--- src/rtl/crossover_trade_fsm.sv ---
// -----------------------------------------------------------------------------
// crossover_trade_fsm
//
// Purpose:
//   Sits after the 32-tap moving-average filter. Compares each raw price sample
//   against its filtered average and makes long-only buy/sell decisions. A
//   hysteresis margin and a run of confirming samples are both required before
//   a trade. The block also tracks the open position, the number of completed
//   round trips and the realised profit/loss.
//
// Handshake:
//   sample_valid is a one-way strobe with no backpressure. price and avg are
//   only looked at on cycles where sample_valid=1. On all other cycles every
//   counter and register holds its value, and the buy/sell/stop_hit pulses
//   drop back to 0.
//
// Ports:
//   clk          in   1      system clock, all logic on the rising edge
//   rst          in   1      synchronous reset, active-high
//   sample_valid in   1      price/avg are valid this cycle
//   price        in   WIDTH  raw price sample (unsigned)
//   avg          in   WIDTH  moving average for the same sample (unsigned)
//   buy          out  1      one-cycle pulse: position opened
//   sell         out  1      one-cycle pulse: position closed
//   long_pos     out  1      high while a position is held
//   state        out  2      FSM register: 0=WARMUP 1=FLAT 2=LONG 3=COOLDOWN
//   trade_count  out  8      completed round trips, saturates at 255
//   pnl          out  16     signed realised P&L, saturates at +32767/-32768
//   stop_hit     out  1      pulses together with sell when the stop-loss fired
//
// Configuration macro:
//   STOP_LOSS_EN  When defined, an open position is also closed as soon as
//                 price + STOP_DELTA <= entry. When undefined, no stop logic is
//                 built and stop_hit is tied to 0.
//
// Parameter limits: 1 <= WIDTH <= 15, WARMUP >= 1, CONFIRM >= 1, COOLDOWN >= 1.
// -----------------------------------------------------------------------------
module crossover_trade_fsm #(
  parameter int WIDTH      = 8,
  parameter int HYST       = 2,
  parameter int CONFIRM    = 3,
  parameter int WARMUP     = 32,
  parameter int COOLDOWN   = 4,
  parameter int STOP_DELTA = 8
) (
  input  logic               clk,
  input  logic               rst,
  input  logic               sample_valid,
  input  logic [WIDTH-1:0]   price,
  input  logic [WIDTH-1:0]   avg,
  output logic               buy,
  output logic               sell,
  output logic               long_pos,
  output logic [1:0]         state,
  output logic [7:0]         trade_count,
  output logic signed [15:0] pnl,
  output logic               stop_hit
);

  typedef enum logic [1:0] {
    ST_WARMUP   = 2'd0,
    ST_FLAT     = 2'd1,
    ST_LONG     = 2'd2,
    ST_COOLDOWN = 2'd3
  } state_t;

  localparam int WU_W = (WARMUP   < 1) ? 1 : $clog2(WARMUP + 1);
  localparam int CF_W = (CONFIRM  < 1) ? 1 : $clog2(CONFIRM + 1);
  localparam int CD_W = (COOLDOWN < 1) ? 1 : $clog2(COOLDOWN + 1);

  localparam logic [WIDTH:0] HYST_X = (WIDTH + 1)'(HYST);

  state_t                state_q, state_d;
  logic [WU_W-1:0]       wu_cnt_q, wu_cnt_d;
  logic [CF_W-1:0]       conf_q, conf_d;
  logic [CD_W-1:0]       cd_cnt_q, cd_cnt_d;
  logic [WIDTH-1:0]      entry_q, entry_d;
  logic                  buy_q, buy_d;
  logic                  sell_q, sell_d;
  logic [7:0]            count_q, count_d;
  logic signed [15:0]    pnl_q, pnl_d;

  // Compare and subtract one bit wider than the samples so that
  // avg + HYST and price + STOP_DELTA cannot wrap.
  logic [WIDTH:0]        price_x, avg_x, entry_x;
  logic                  above, below, stop_trig, conf_hit;
  logic signed [WIDTH:0] delta;
  logic signed [16:0]    pnl_sum;
  logic signed [15:0]    pnl_sat;
  logic [7:0]            count_sat;

  assign price_x  = {1'b0, price};
  assign avg_x    = {1'b0, avg};
  assign entry_x  = {1'b0, entry_q};
  assign above    = price_x >= avg_x + HYST_X;
  assign below    = avg_x >= price_x + HYST_X;
  // The confirm counter stops at CONFIRM-1. A qualifying sample seen at that
  // count completes the run.
  assign conf_hit = (conf_q == CF_W'(CONFIRM - 1));

`ifdef STOP_LOSS_EN
  localparam logic [WIDTH:0] STOP_X = (WIDTH + 1)'(STOP_DELTA);
  logic stop_q;

  assign stop_trig = (price_x + STOP_X) <= entry_x;

  // stop_hit goes high on the same sample that closes the position through
  // the stop. That is the LONG-state sell branch whenever stop_trig is set.
  always_ff @(posedge clk) begin
    if (rst) begin
      stop_q <= 1'b0;
    end else begin
      stop_q <= sample_valid && (state_q == ST_LONG) && stop_trig;
    end
  end
  assign stop_hit = stop_q;
`else
  logic unused_stop_delta;
  assign unused_stop_delta = (STOP_DELTA != 0);
  assign stop_trig = 1'b0;
  assign stop_hit  = 1'b0;
`endif

  // Realised trade result, sign-extended to 17 bits before it is added to
  // pnl, so the sum cannot overflow before it is clamped.
  assign delta   = $signed(price_x) - $signed(entry_x);
  assign pnl_sum = $signed({pnl_q[15], pnl_q}) + $signed({{(16 - WIDTH){delta[WIDTH]}}, delta});

  always_comb begin
    pnl_sat = pnl_sum[15:0];
    if (pnl_sum > 17'sd32767) begin
      pnl_sat = 16'sh7FFF;
    end else if (pnl_sum < -17'sd32768) begin
      pnl_sat = 16'sh8000;
    end
  end

  assign count_sat = (count_q == 8'hFF) ? count_q : count_q + 8'd1;

  // Next-state and next-output logic.
  always_comb begin
    state_d  = state_q;
    wu_cnt_d = wu_cnt_q;
    conf_d   = conf_q;
    cd_cnt_d = cd_cnt_q;
    entry_d  = entry_q;
    buy_d    = 1'b0;
    sell_d   = 1'b0;
    count_d  = count_q;
    pnl_d    = pnl_q;

    if (sample_valid) begin
      unique case (state_q)
        ST_WARMUP: begin
          // The sample that ends warmup is not evaluated.
          if (wu_cnt_q == WU_W'(WARMUP - 1)) begin
            wu_cnt_d = '0;
            state_d  = ST_FLAT;
          end else begin
            wu_cnt_d = wu_cnt_q + 1'b1;
          end
        end

        ST_FLAT: begin
          if (above && conf_hit) begin
            buy_d   = 1'b1;
            entry_d = price;
            conf_d  = '0;
            state_d = ST_LONG;
          end else if (above) begin
            conf_d = conf_q + 1'b1;
          end else begin
            conf_d = '0;
          end
        end

        ST_LONG: begin
          // A stop and a confirmed crossover on the same sample give a
          // single sell.
          if ((below && conf_hit) || stop_trig) begin
            sell_d  = 1'b1;
            pnl_d   = pnl_sat;
            count_d = count_sat;
            conf_d  = '0;
            state_d = ST_COOLDOWN;
          end else if (below) begin
            conf_d = conf_q + 1'b1;
          end else begin
            conf_d = '0;
          end
        end

        ST_COOLDOWN: begin
          if (cd_cnt_q == CD_W'(COOLDOWN - 1)) begin
            cd_cnt_d = '0;
            conf_d   = '0;
            state_d  = ST_FLAT;
          end else begin
            cd_cnt_d = cd_cnt_q + 1'b1;
          end
        end

        default: state_d = ST_WARMUP;
      endcase
    end
  end

  always_ff @(posedge clk) begin
    if (rst) begin
      state_q  <= ST_WARMUP;
      wu_cnt_q <= '0;
      conf_q   <= '0;
      cd_cnt_q <= '0;
      entry_q  <= '0;
      buy_q    <= 1'b0;
      sell_q   <= 1'b0;
      count_q  <= 8'd0;
      pnl_q    <= 16'sd0;
    end else begin
      state_q  <= state_d;
      wu_cnt_q <= wu_cnt_d;
      conf_q   <= conf_d;
      cd_cnt_q <= cd_cnt_d;
      entry_q  <= entry_d;
      buy_q    <= buy_d;
      sell_q   <= sell_d;
      count_q  <= count_d;
      pnl_q    <= pnl_d;
    end
  end

  assign buy         = buy_q;
  assign sell        = sell_q;
  assign long_pos    = (state_q == ST_LONG);
  assign state       = state_q;
  assign trade_count = count_q;
  assign pnl         = pnl_q;

endmodule

--- config.mk ---
export PLATFORM = sky130hd
export DESIGN_NAME = crossover_trade_fsm
export DESIGN_NICKNAME = d
export VERILOG_FILES = /design/src/rtl/crossover_trade_fsm.sv
export SDC_FILE = /design/constraint.sdc
export NUM_CORES = 1
export LEC_CHECK = 0
export BUFFER_PORTS_ARGS = -buffer_cell sky130_fd_sc_hd__buf_2
export CORE_MARGIN = 1.5
export CORE_UTILIZATION = 30
export DETAILED_ROUTE_END_ITERATION = 8
export PLACE_DENSITY_LB_ADDON = 0.3
export SYNTH_ARGS = -nofsm -noshare
export SYNTH_HDL_FRONTEND = slang
export SYNTH_SLANG_ARGS = --single-unit
--- constraint.sdc ---
create_clock -name clk -period 4.2 [get_ports clk]
set_input_delay 0.63 -clock clk [delete_from_list [all_inputs] [get_ports clk]]
set_output_delay 0.63 -clock clk [all_outputs]
set_load 0.005 [all_outputs]
==> run metrics <==
cell depth of the worst min-delay path=2; standby leakage power=0.00194 µW; Peak VDD IR=0.000122 V; starting density of the core=0.309; most instantiated flip-flop cell in the synthesis netlist=dfxtp_1; clock latency at the later pin of the worst-skew pair=about 0.3 ns; clock-pin transition on the worst setup and hold timing paths=0.06 ns; CTS Root Cell=clkbuf_16; number of endpoints failing setup at the final stage=0; met3 global-route usage=0.0253; total wirelength of the detailed-routed design=8.98 mm; relative max-transition margin=0.306; number of I/O pins=slightly below 50; Period minus WS final=3.89 ns; fraction of layout instances using a drive strength above 1=0.234; count of final hold-check violations=0; PnR worst setup slack=about 0.31 ns; critical path fanouts, max=15; Final Net Count=601; share of the core filled with cells=0.373; antenna violations before repair=0; Startpoint Class=input port; Core Area=0.0127 mm²; Num CTS Buffers=5; TritonCTS clock tree=yes; Std-Cell Rows=41; Power Dens Cells=232 mW/mm²; count of vias placed by the detailed router=about 3400; Die Ht=117 µm; Final HPWL DP=7.07 mm; area after detailed placement=0.00453 mm²; worst endpoint required time=4.41 ns; maximum achievable frequency=257 MHz; Post-Synthesis Net Count=~530; maximum number of pins on one net before global-route repair=50; post-synthesis cell count=between 400 and 500; # hold bufs at CTS=0; Worst Hold Path EP=cd_cnt_q[2]$_SDFFE_PP0P_; final cell area excluding filler cells=between 0.004 and 0.005 mm²; global-route wire length before repair=15.2 mm; global routing met2 resource utilization=0.231; number of antenna repair diodes=0; crit path capture type=register; count of TritonRoute iterations in the first routing pass=4; cell area after synthesis=approximately 0.004 mm²; die area=0.0138 mm²; outcome=finished, final reports clean; via count of the first global-routing pass=3259; number of fillers in the final layout=approximately 1300; number of warnings issued by yosys=0; critical path's largest stage delay=0.38 ns; Max H-tree Level=2; remaining antenna violation count=0; Sink Count=47; type of the worst min-delay path=register to register; average routed wire per standard cell=12.8 µm; FFs w/ async S/R, synth=0; Cell Chain, Critical Path=buf_2 > inv_1 > ha_1 > fa_1 > inv_1 > a21oi_1 > o21ai_1 > a21o_1 > a21oi_1 > o21bai_1 > a21oi_4 > ha_1 > and4_1 > o21a_2 > a21oi_2 > o21ai_4 > xnor2_4 > buf_12 > maj3_1 > a211oi_1; total of max-cap violations=0; crit path DAT=between 4 and 5 ns; busiest layer in global routing=met2; number of distinct library cells after synthesis=61; count of input and output buffers=47; EDFF count, synth=0; mean instance size in the synthesized netlist=8.52 µm²; path depth of the worst reg2reg path=18; final count of pins violating max slew=0; via count normalized by instance count=4.88; GRT Overall Usage=0.133; Yosys reg bits=47; sequential area share after synthesis=0.240; met1 track demand over resource=0.162; worst min-delay path startpoint=cd_cnt_q[2]$_SDFFE_PP0P_; Tightest Pin Transition=approximately 1.0 ns; post-route clock skew=0.00350 ns; unrepaired setup endpoints after global routing=no; number of buffers on the longest clock path=2; die boundary width=117 µm; worst reg2reg endpoint=pnl[2]$_SDFFE_PP0P_; number of design-rule violations left by the first detailed-router iteration=95; Synth-to-Final Area Change=20.6%; standard cell with the maximum stage delay on the critical path=fa_1; dpl ws=-0.308 ns; Congestion Overflow GR=0; Critical Setup Path Class=input port to register; routability congestion estimate=~0.86; period utilisation layout=0.926; register-to-register setup slack=0.45 ns; startpoint of the worst-slack reg-to-reg timing path=entry_q[0]$_SDFFE_PP0P_; DRC=0
## cells in the final DEF (no fill, tap or decap), drive strengths merged, types with 3 or more instances in the layout
cell     instances
buf             81
nor2            56
ha              51
dfxtp           47
inv             34
nand2           26
a21oi           25
xnor2           24
nand3           22
a211oi          21
o21ai           19
xor2            15
maj3            15
mux2i           10
and3             9
clkbuf           8
nor2b            5
nor3             5
o211ai           5
nand2b           4
o21a             4
a2111oi          4
a21o             3
o21bai           3
and4             3
## power breakdown
part / switching [µW] / total (µW) / internal (µW)
registers: 1.89 / 450 / 448
clock network: 174 / 428 / 254
logic: 118 / 221 / 103
## stage by stage
step | setup TNS [ns] | hold slack, ns | instances | total power (µW)
2_1_floorplan | 0 | 0.409 | 460 | 608
3_3_place_gp | -1.89 | 0.415 | 693 | 670
3_5_place_dp | -4.20 | 0.425 | 693 | 676
4_1_cts | 0 | 0.435 | 701 | 1110
5_1_grt | 0 | 0.465 | 702 | 1160
6_report | 0 | 0.433 | 702 | 1100
## metal layers
metal / vias up / part of all wire
li1: 1771 / -
met1: 1593 / 0.48
met2: 53 / 0.48
met3: 10 / 0.031
met4: 0 / 0.018
met5: - / 0
## critical path, delay by kind of cell
| kind | cells | cell delay (ns) |
|---|---|---|
| xor+xnor | 1 | 0.16 |
| fa+ha+maj | 4 | 1.27 |
| compound gates | 10 | 1.45 |
| buf+inv | 4 | 0.36 |
| simple gates | 1 | 0.21 |
## logic make-up (layout without fill, tap and decap cells)
family                   after synthesis  after routing  share of synthesized area
multiplexers                          11             11                     0.0284
other                                  1              1                   0.000957
flip-flops                            47             47                      0.240
XOR/XNOR                              39             39                     0.0919
adder cells (fa/ha/maj)               68             68                      0.215
buffers and inverters                 53            123                     0.0578
AND/OR/NAND/NOR                      141            141                      0.169
AO/OA/AOI/OAI                        100            100                      0.197
## area by class of cell
type                       instances  area (µm²)  share of cell area
timing repair buffer              81         515               0.109
multi-input combinational        360        2770               0.586
inverter                          34         128              0.0270
clock buffer                       8         156              0.0331
tap                              172         215              0.0455
sequential                        47         941               0.199
## cells in the mapped netlist, types with 4 or more instances
master    number  share of area
o21ai_1        4         0.0051
nor2b_1        5         0.0080
a211oi_2      12          0.038
buf_2          4         0.0051
clkbuf_1      11          0.011
inv_1         34          0.033
nand3_1       22          0.028
xnor2_1       23          0.051
nand2_1       26          0.025
nand2b_1       4         0.0064
xor2_1        15          0.034
maj3_2        13          0.037
a21oi_1       23          0.029
o21ai_0       14          0.018
dfxtp_1       47           0.24
mux2i_1       10          0.026
and3_1         9          0.014
a211oi_1       9          0.017
nor2_1        56          0.054
o211ai_1       5         0.0096
ha_1          51           0.16
nor3_1         5         0.0064
## flip-flops by register name, summed over array words and instances (netlist names)
name and count:
buy 1, cd_cnt_q 3, conf_q 2, entry_q 8
pnl 16, sell 1, state 2, trade_count 8
wu_cnt_q 6
## timing repair
action,4_1_cts,5_1_grt
gates resized for setup,0,5
setup buffers,0,1
setup endpoints to repair,0,15
## how the worst max path moves through the flow
stage | startpoint | depth (start not counted) | end
final | price[0] | 20 | pnl[2]$_SDFFE_PP0P_
after detailed placement | price[0] | 19 | pnl[0]$_SDFFE_PP0P_
after global routing | price[0] | 21 | pnl[3]$_SDFFE_PP0P_
after global placement | price[0] | 19 | pnl[14]$_SDFFE_PP0P_
after floorplan | price[0] | 20 | pnl[10]$_SDFFE_PP0P_
after CTS | price[0] | 19 | pnl[14]$_SDFFE_PP0P_
Note: power is estimated with default switching activity, not from simulation.
